File: src/rtl/tdm_demux.sv
// Receive-side TDM demultiplexer: splits a framed word stream into per-channel registers.
// Optional saturating frame-error counter enabled by defining TDM_DEMUX_ERRCNT_EN.
module tdm_demux #(
  parameter int CHANNELS = 4,
  parameter int WIDTH    = 8
) (
  input  logic                      clk,
  input  logic                      rst_n,
  input  logic                      in_valid,
  input  logic                      in_sof,
  input  logic [WIDTH-1:0]          in_data,
  output logic [CHANNELS*WIDTH-1:0] out_data,
  output logic [CHANNELS-1:0]       out_valid,
  output logic                      frame_done,
  output logic                      frame_err,
  output logic [7:0]                err_count
);

  localparam int SW = (CHANNELS > 1) ? $clog2(CHANNELS) : 1;
  localparam logic [SW-1:0] LAST_SLOT = SW'(CHANNELS - 1);

  typedef enum logic [0:0] {
    SYNC = 1'b0,
    RUN  = 1'b1
  } state_t;

  state_t             state_r;
  state_t             state_nxt_s;
  logic [SW-1:0]      slot_r;
  logic [SW-1:0]      slot_nxt_s;
  logic               wr_en_s;
  logic [SW-1:0]      wr_slot_s;
  logic               done_nxt_s;
  logic               err_nxt_s;
  logic [CHANNELS-1:0] valid_nxt_s;

  // Frame state and slot position register
  always_ff @(posedge clk or negedge rst_n) begin
    if (!rst_n) begin
      state_r <= SYNC;
      slot_r  <= '0;
    end else begin
      state_r <= state_nxt_s;
      slot_r  <= slot_nxt_s;
    end
  end

  // Next-state decode: which channel to write and which pulses to raise
  always_comb begin
    state_nxt_s = state_r;
    slot_nxt_s  = slot_r;
    wr_en_s     = 1'b0;
    wr_slot_s   = '0;
    done_nxt_s  = 1'b0;
    err_nxt_s   = 1'b0;
    case (state_r)
      SYNC: begin
        if (in_valid) begin
          if (in_sof) begin
            wr_en_s = 1'b1;
            if (CHANNELS == 1) begin
              done_nxt_s = 1'b1;
            end else begin
              state_nxt_s = RUN;
              slot_nxt_s  = SW'(1);
            end
          end else begin
            err_nxt_s = 1'b1;
          end
        end else begin
          state_nxt_s = SYNC;
        end
      end
      RUN: begin
        if (in_valid) begin
          wr_en_s = 1'b1;
          if (in_sof) begin
            // Early sof abandons the partial frame and restarts at slot 0
            err_nxt_s  = 1'b1;
            slot_nxt_s = SW'(1);
          end else if (slot_r == LAST_SLOT) begin
            wr_slot_s   = slot_r;
            done_nxt_s  = 1'b1;
            slot_nxt_s  = '0;
            state_nxt_s = SYNC;
          end else begin
            wr_slot_s  = slot_r;
            slot_nxt_s = slot_r + SW'(1);
          end
        end else begin
          state_nxt_s = RUN;
        end
      end
      default: begin
        state_nxt_s = SYNC;
        slot_nxt_s  = '0;
      end
    endcase
  end

  // One-hot strobe for the channel written this cycle
  always_comb begin
    valid_nxt_s = '0;
    for (int k = 0; k < CHANNELS; k++) begin
      valid_nxt_s[k] = wr_en_s && (wr_slot_s == SW'(k));
    end
  end

  // Registered channel data and strobes
  always_ff @(posedge clk or negedge rst_n) begin
    if (!rst_n) begin
      out_data   <= '0;
      out_valid  <= '0;
      frame_done <= 1'b0;
      frame_err  <= 1'b0;
    end else begin
      for (int k = 0; k < CHANNELS; k++) begin
        if (valid_nxt_s[k]) begin
          out_data[k*WIDTH +: WIDTH] <= in_data;
        end
      end
      out_valid  <= valid_nxt_s;
      frame_done <= done_nxt_s;
      frame_err  <= err_nxt_s;
    end
  end

`ifdef TDM_DEMUX_ERRCNT_EN
  // Saturating count of framing violations, cleared only by reset
  always_ff @(posedge clk or negedge rst_n) begin
    if (!rst_n) begin
      err_count <= 8'd0;
    end else if (err_nxt_s && (err_count != 8'd255)) begin
      err_count <= err_count + 8'd1;
    end else begin
      err_count <= err_count;
    end
  end
`else
  assign err_count = 8'd0;
`endif

endmodule

File: config.mk
export PLATFORM = sky130hd
export DESIGN_NAME = tdm_demux
export DESIGN_NICKNAME = d
export VERILOG_FILES = /design/src/rtl/tdm_demux.sv
export SDC_FILE = /design/constraint.sdc
export NUM_CORES = 1
export LEC_CHECK = 0
export ABC_AREA = 0
export CORE_UTILIZATION = 40
export DETAILED_ROUTE_END_ITERATION = 8
export GPL_TIMING_DRIVEN = 1
export PLACE_DENSITY_LB_ADDON = 0.05
export SETUP_SLACK_MARGIN = 0.2
export SYNTH_ARGS = -nofsm -noshare
export SYNTH_HDL_FRONTEND = slang
export SYNTH_SLANG_ARGS = --single-unit
File: constraint.sdc
create_clock -name clk -period 1.75 [get_ports clk]
set_clock_uncertainty 0.15 [all_clocks]
set_input_delay 0.175 -clock clk [delete_from_list [all_inputs] [get_ports clk]]
set_output_delay 0.175 -clock clk [all_outputs]
set_load 0.03 [all_outputs]
==> results by group, run 1 <==
Critical path
  • Crit path buf inv count: 0
  • CP Class: reg -> reg
  • Data arrival, critical path: 1600 ps
  • Slowest stage delay, CP: roughly 420 ps
  • Worst-path cell chain: and3b_2, and3_4, mux2_2
  • Slowest CP cell: dfrtp_2
  • Critical path peak fanout: 5
  • CP Launch Type: flop
  • Critical Path Sink Type: flop
  • CP top delay family: simple AND/OR/NAND/NOR gates
  • R2R setup slack: 180 ps
  • Req. time, crit path: 1770 ps

STA
  • Final Hold Viols: 0
  • Final setup fails: 0
  • Worst Slack Setup Final: 178 ps
  • Max Transition Viols Final: 0
  • Hold Slack: 188 ps
  • Final cycle utilization of the critical path: about nine tenths
  • Fmax: 636 MHz
  • Tmin final: 1570 ps
  • Setup_tns: 0 ps
  • RSZ-0062 raised after global routing: yes

Clock tree
  • Htree depth: 2
  • CTS Buffer Depth: 2
  • Worst skew pair latency: a little under 300 ps
  • Clk slew on worst S/H paths: 70 ps
  • CTS tree: done
  • Num Clock Sinks: 41
  • Cell at the root of the clock tree: clkbuf_8
  • Number of CTS-inserted buffers: 5

Global route
  • Pin count of the biggest net entering global routing: 24
  • Global-route wire length before repair: 5.65 mm
  • Vias in the first global route: roughly 1200
  • GRT Resource Usage Total: 18.3%
  • Total grt overflow: 0
  • Initial antenna violation count: 0

Place
  • Area after DPL: 2220 µm²
  • DP Wirelength: 2.38 mm
  • Final Wtd Congestion: 0.674
  • # port buffers: 49
  • Pre-CTS setup slack: -173 ps
  • Dpl cells: 210

Floorplanning
  • Die area: approximately 4300 µm²
  • Starting Density: 43.1%
  • Cell Rows: 22
  • Io pins: 58
  • Core Footprint: roughly 3800 µm²
  • Die extent in x: 65.9 µm
  • Die Y-Extent: 65.9 µm

Outcome
  • Status: finished clean

Route
  • Drc violations: 0
  • Number of detailed-route iterations in the first pass: 4
  • Met2 wire length: 1.80 mm
  • Via density per instance: ~4.8
  • Avg WL per Cell: 15.8 µm
  • Top Metal Used: met4
  • Post-Route WL: ~3.6 mm
  • Metal3 WL: ~210 µm
  • 1st-iter DRT viols: 30
  • DR vias: 1083
  • M1 wire length: 1.51 mm
  • Post-route ant nets: 0

Run
  • Max-cap viol count: 0

Yosys
  • Yosys warnings: 0
  • Synth Register Bits: 41
  • Gate Count Post-Synth: 105
  • Post-Syn Area: roughly 1600 µm²
  • Synth Area per Inst: 15.6 µm²
  • Count of cell types in the netlist: 22
  • Sequential area share after synthesis: between 60% and 70%

Power and ir drop
  • Maximum vdd drop: 1.10 mV
  • Power Dens Cells: 1860 nW/µm²
  • Leakage power: between 1 and 1.5 nW
  • Overall Power: 4.61 mW

Layout
  • Share of layout cells above drive strength 1: slightly below 40%
  • Register area: 1030 µm²
  • Finished Layout Cells: roughly 230
  • Area Growth Syn to Fin: 51.2%
  • Nets@finish: 190
  • Multi-input logic area: ~660 µm²
  • Fill count: between 300 and 400
  • Cell area after layout: 2470 µm²
  • Number of antenna diodes: 0
  • Core Util, Final: 65.1%

Worst hold path
  • Worst hold path class: in -> reg
[final timing paths]
path / startpoint / end / cells past startpoint
setup / recovery: state_r$_DFF_PN0_ / out_data[8]$_DFFE_PN0P_ / 3
hold / removal: in_valid / slot_r[1]$_DFFE_PN0P_ / 3
setup reg to reg: state_r$_DFF_PN0_ / out_data[8]$_DFFE_PN0P_ / 3
hold reg to reg: out_data[29]$_DFFE_PN0P_ / out_data[29]$_DFFE_PN0P_ / 1
max in group asynchronous: rst_n / state_r$_DFF_PN0_ / 3
min in group asynchronous: rst_n / frame_err$_DFF_PN0_ / 2
[layout make-up]
| type | count | area share (%) |
|---|---|---|
| repair buffers | 67 | 24.1 |
| multi-input cells | 60 | 26.7 |
| inverters | 2 | 0.405 |
| clock buffers | 7 | 3.49 |
| flip-flops and latches | 41 | 41.6 |
| clock inverters | 1 | 1.21 |
| well taps | 48 | 2.43 |
[what timing repair did]
item                       4_1_cts  5_1_grt
hold buffers                     1        0
pin swaps                        3        4
gates cloned                     1        0
gates resized for setup         50       23
setup endpoints to repair       62       32
setup buffers                    6        0
hold endpoints to repair        22        0
[cell usage after synthesis]
master    count  share of area, %
and2_1        2              0.76
and3_2        1              0.46
and3b_1       1              0.54
buf_4         8               3.7
buf_6         1              0.69
clkbuf_1      1              0.23
conb_1        1              0.23
dfrtp_1      41                63
ha_1          1              0.76
inv_1         1              0.23
inv_2         1              0.23
mux2_2       33                23
nand2_1       4              0.92
nand2_2       1              0.38
nand3_1       1              0.31
nand3_2       1              0.61
nor4_4        1               1.3
o21a_1        1              0.46
o22a_1        1              0.54
o22ai_1       1              0.38
o31ai_4       1               1.3
xnor2_1       1              0.54
[report_power, final]
part	internal (mW)	leakage, nW	total (mW)	switching [mW]
sequential	1.35	0.500	1.60	0.246
clock	0.465	0.0585	0.766	0.301
combinational	0.990	0.691	2.25	1.26
total	2.81	1.25	4.61	1.80
[tightest hold or removal path, stage by stage]
cell and delay, ps:
dlymetal6s2s_1 190, buf_4 150, o22ai_1 70
[logic make-up after synthesis]
kind of cell | share of synthesized area (%)
AOI/OAI and AO/OA | 2.68
xor gates and xnor gates | 0.536
adders and majority gates | 0.765
buffers and inverters | 5.05
DFF | 62.7
muxes | 22.7
other | 0.229
and+or+nand+nor | 5.28
[sequential cells by signal (all words and copies together) (netlist names)]
name and flops:
frame_done 1, frame_err 1, out_data 32, out_valid 4, slot_r 2, state_r 1
[layout by cell type, fill, tap and decap left out]
master,count
dlygate4sd2_1,39
dfrtp_1,38
mux2_4,22
buf_4,12
mux2_2,11
conb_1,8
clkdlybuf4s50_1,8
clkbuf_8,6
buf_6,5
nand2_1,4
dfrtp_2,3
and2_1,2
inv_4,1
nand2_4,1
nor4_4,1
and3b_2,1
nand3_4,1
inv_1,1
o31ai_4,1
xnor2_1,1
and3_4,1
nand3_1,1
o21a_1,1
o22ai_1,1
o22a_1,1
ha_1,1
clkbuf_1,1
bufinv_16,1
and3_2,1
dlygate4sd3_1,1
dlymetal6s2s_1,1
buf_2,1
[layer usage]
| layer | GRT usage, % | vias up |
|---|---|---|
| li1 | - | 499 |
| met1 | 20.2 | 536 |
| met2 | 32.4 | 40 |
| met3 | 5.34 | 8 |
| met4 | 7.98 | 0 |
| met5 | 0 | - |
Note: power is estimated with default switching activity, not from simulation.
==> run 2, diff against run 1 <==
PLACE_DENSITY = 0.75   (was unset)
PLACE_DENSITY_LB_ADDON = unset   (was 0.05)
==> run 2 against run 1 <==
Against the previous run:
- core utilization down 2.0 points
- critical path type unchanged
- fmax down 1.7%
- clock power is 21% lower
- critical endpoint is now out_data[23]$_DFFE_PN0P_
- critical path depth is 1 higher
- combinational power fell by 3%
- sequential power hardly changed
- die area is the same
- register-to-register slack worse by 30 ps
==> results by group, run 2 (synthesis results as in run 1) <==
Floorplanning
  • Starting Density: 43.1% (unchanged)
  • Die area: 4350 µm² (unchanged)
  • Die Y-Extent: 65.9 µm (unchanged)
  • Die extent in x: 65.9 µm (unchanged)
  • Io pins: 58 (unchanged)
  • Core Footprint: 3800 µm² (unchanged)
  • Cell Rows: 22 (unchanged)

Route
  • DR vias: 1073 (was 1083)
  • Via density per instance: 4.73 (was 4.79)
  • Post-Route WL: 3.50 mm (was 3.58 mm)
  • Number of detailed-route iterations in the first pass: 3 (was 4)
  • Avg WL per Cell: 15.4 µm (was 15.8 µm)
  • Drc violations: 0 (unchanged)
  • Post-route ant nets: 0 (unchanged)
  • 1st-iter DRT viols: 28 (was 30)

STA
  • Max Transition Viols Final: 0 (unchanged)
  • Final setup fails: 0 (unchanged)
  • Final Hold Viols: 0 (unchanged)
  • Tmin final: 1600 ps (was 1570 ps)
  • Final cycle utilization of the critical path: 91.3% (was 89.8%)
  • Fmax: 626 MHz (was 636 MHz)
  • Setup_tns: 0 ps (unchanged)
  • RSZ-0062 raised after global routing: yes (unchanged)

Power and ir drop
  • Leakage power: 1.19 nW (was 1.25 nW)
  • Maximum vdd drop: 1.08 mV (was 1.10 mV)
  • Power Dens Cells: 1830 nW/µm² (was 1860 nW/µm²)
  • Overall Power: 4.38 mW (was 4.61 mW)

Clock tree
  • Htree depth: 2 (unchanged)
  • CTS Buffer Depth: 2 (unchanged)
  • Worst skew pair latency: 290 ps (about the same)
  • Cell at the root of the clock tree: clkbuf_8 (unchanged)
  • Number of CTS-inserted buffers: 5 (unchanged)
  • Clk slew on worst S/H paths: 80 ps (was 70 ps)
  • Num Clock Sinks: 41 (unchanged)
  • CTS tree: done (unchanged)

Critical path
  • Worst-path cell chain: inv_4, nor4_4, buf_4, mux2_4 (was and3b_2, and3_4, mux2_2)
  • Data arrival, critical path: 1620 ps (was 1600 ps)
  • CP Class: reg -> reg (unchanged)
  • Critical path endpoint: out_data[23]$_DFFE_PN0P_ (was out_data[8]$_DFFE_PN0P_)
  • R2R Path End: out_data[23]$_DFFE_PN0P_ (was out_data[8]$_DFFE_PN0P_)
  • CP Launch Type: flop (unchanged)
  • Slowest CP cell: dfrtp_2 (unchanged)
  • Slowest stage delay, CP: 430 ps (was 420 ps)
  • R2R setup slack: 150 ps (was 180 ps)
  • Worst setup path startpoint: slot_r[1]$_DFFE_PN0P_ (was state_r$_DFF_PN0_)
  • Reg-to-Reg Start: slot_r[1]$_DFFE_PN0P_ (was state_r$_DFF_PN0_)
  • Reg2Reg Depth: 4 (was 3)
  • Critical path peak fanout: 4 (was 5)
  • Req. time, crit path: 1770 ps (about the same)
  • Critical Path Sink Type: flop (unchanged)

Layout
  • Nets@finish: 191 (was 190)
  • Share of layout cells above drive strength 1: 39.1% (was 38.8%)
  • Regs by FF count: out_data x32, out_valid x4, slot_r x2 (unchanged)
  • Number of antenna diodes: 0 (unchanged)
  • Most frequent cells in the layout: 39 x dlygate4sd2_1, 38 x dfrtp_1, 23 x mux2_2 (was 39 x dlygate4sd2_1, 38 x dfrtp_1, 22 x mux2_4)
  • Max reg flops: 32 (unchanged)
  • Area Growth Syn to Fin: 46.5% (was 51.2%)
  • Most flops, register: out_data (unchanged)
  • Most common cell after layout, fill and taps aside: dlygate4sd2_1 (unchanged)

Run
  • Max-cap viol count: 0 (unchanged)

Place
  • DP Wirelength: 2.42 mm (was 2.38 mm)
  • Final Wtd Congestion: 0.707 (was 0.674)
  • # port buffers: 49 (unchanged)

Global route
  • Pin count of the biggest net entering global routing: 22 (was 24)
  • Initial antenna violation count: 0 (unchanged)
  • Total grt overflow: 0 (unchanged)
  • Vias in the first global route: 1119 (was 1153)
  • GRT Resource Usage Total: 18.0% (was 18.3%)
  • Global-route wire length before repair: 5.67 mm (was 5.65 mm)

Outcome
  • Status: finished clean (unchanged)

Worst hold path
  • Worst hold path class: in -> reg (unchanged)
## run 2: changes by cell type in the layout (fill, tap and decap cells not counted), moves of 2 or more
cell	delta
buf_4	+4
mux2_2	+12
clkinv_2	+2
mux2_4	-12
buf_6	-2
## run 2: through the flow
stage / setup slack, ps / cell area [µm²] / util [%] / hold slack [ps] / std cells
floorplan: 127 / 1670 / - / -271 / 112
global placement: -137 / 2210 / 58.3 / -6.08 / 209
detailed placement: -161 / 2210 / 58.3 / 4.79 / 209
CTS: 156 / 2360 / 62.3 / 197 / 224
global route: 114 / 2400 / 63.1 / 134 / 227
finish: 152 / 2400 / 63.1 / 109 / 227
## run 2: what timing repair did
action,4_1_cts,5_1_grt
endpoints found under the setup margin,70,26
pin swaps,5,1
setup buffers,6,3
hold buffers,1,0
gates resized for setup,55,3
endpoints found under the hold margin,19,0
gates cloned,0,0
## run 2: worst min path at each step
stage	start	to	slack, ps	cells past startpoint
2_1_floorplan	rst_n	frame_done$_DFF_PN0_	-270	0
3_3_place_gp	rst_n	out_data[18]$_DFFE_PN0P_	-6	1
3_5_place_dp	rst_n	out_data[18]$_DFFE_PN0P_	5	1
4_1_cts	in_valid	frame_err$_DFF_PN0_	200	2
5_1_grt	in_sof	slot_r[1]$_DFFE_PN0P_	130	3
6_report	in_sof	slot_r[1]$_DFFE_PN0P_	110	3
## run 2: where the power goes
| part | leakage (nW) | total, mW | internal, mW | switching [mW] |
|---|---|---|---|---|
| registers | 0.500 | 1.60 | 1.35 | 0.246 |
| logic | 0.643 | 2.18 | 0.937 | 1.24 |
| clock network | 0.0439 | 0.604 | 0.275 | 0.329 |
## run 2: worst max-delay path: cells and delay by family, from the launching register on
kind                   cells  cell delay, ps
buffers and inverters      2             280
flip-flops                 1             430
multiplexers               1             300
AND/OR/NAND/NOR            1             320
## run 2: layout make-up
class / instances / area [µm²]
inverter: 2 / 10.0
clock buffer: 5 / 68.8
clock inverter: 3 / 17.5
multi-input combinational: 59 / 607
tap: 48 / 60.1
fill: 305 / 1400
sequential: 41 / 1030
timing repair buffer: 69 / 603
## run 2: per-layer routing
| layer | part of all wire [%] | up-vias | GRT usage [%] |
|---|---|---|---|
| li1 | - | 493 | - |
| met1 | 45 | 533 | 23.3 |
| met2 | 48 | 41 | 28.4 |
| met3 | 5.4 | 6 | 5.17 |
| met4 | 1.5 | 0 | 6.91 |
| met5 | 0 | - | 0 |
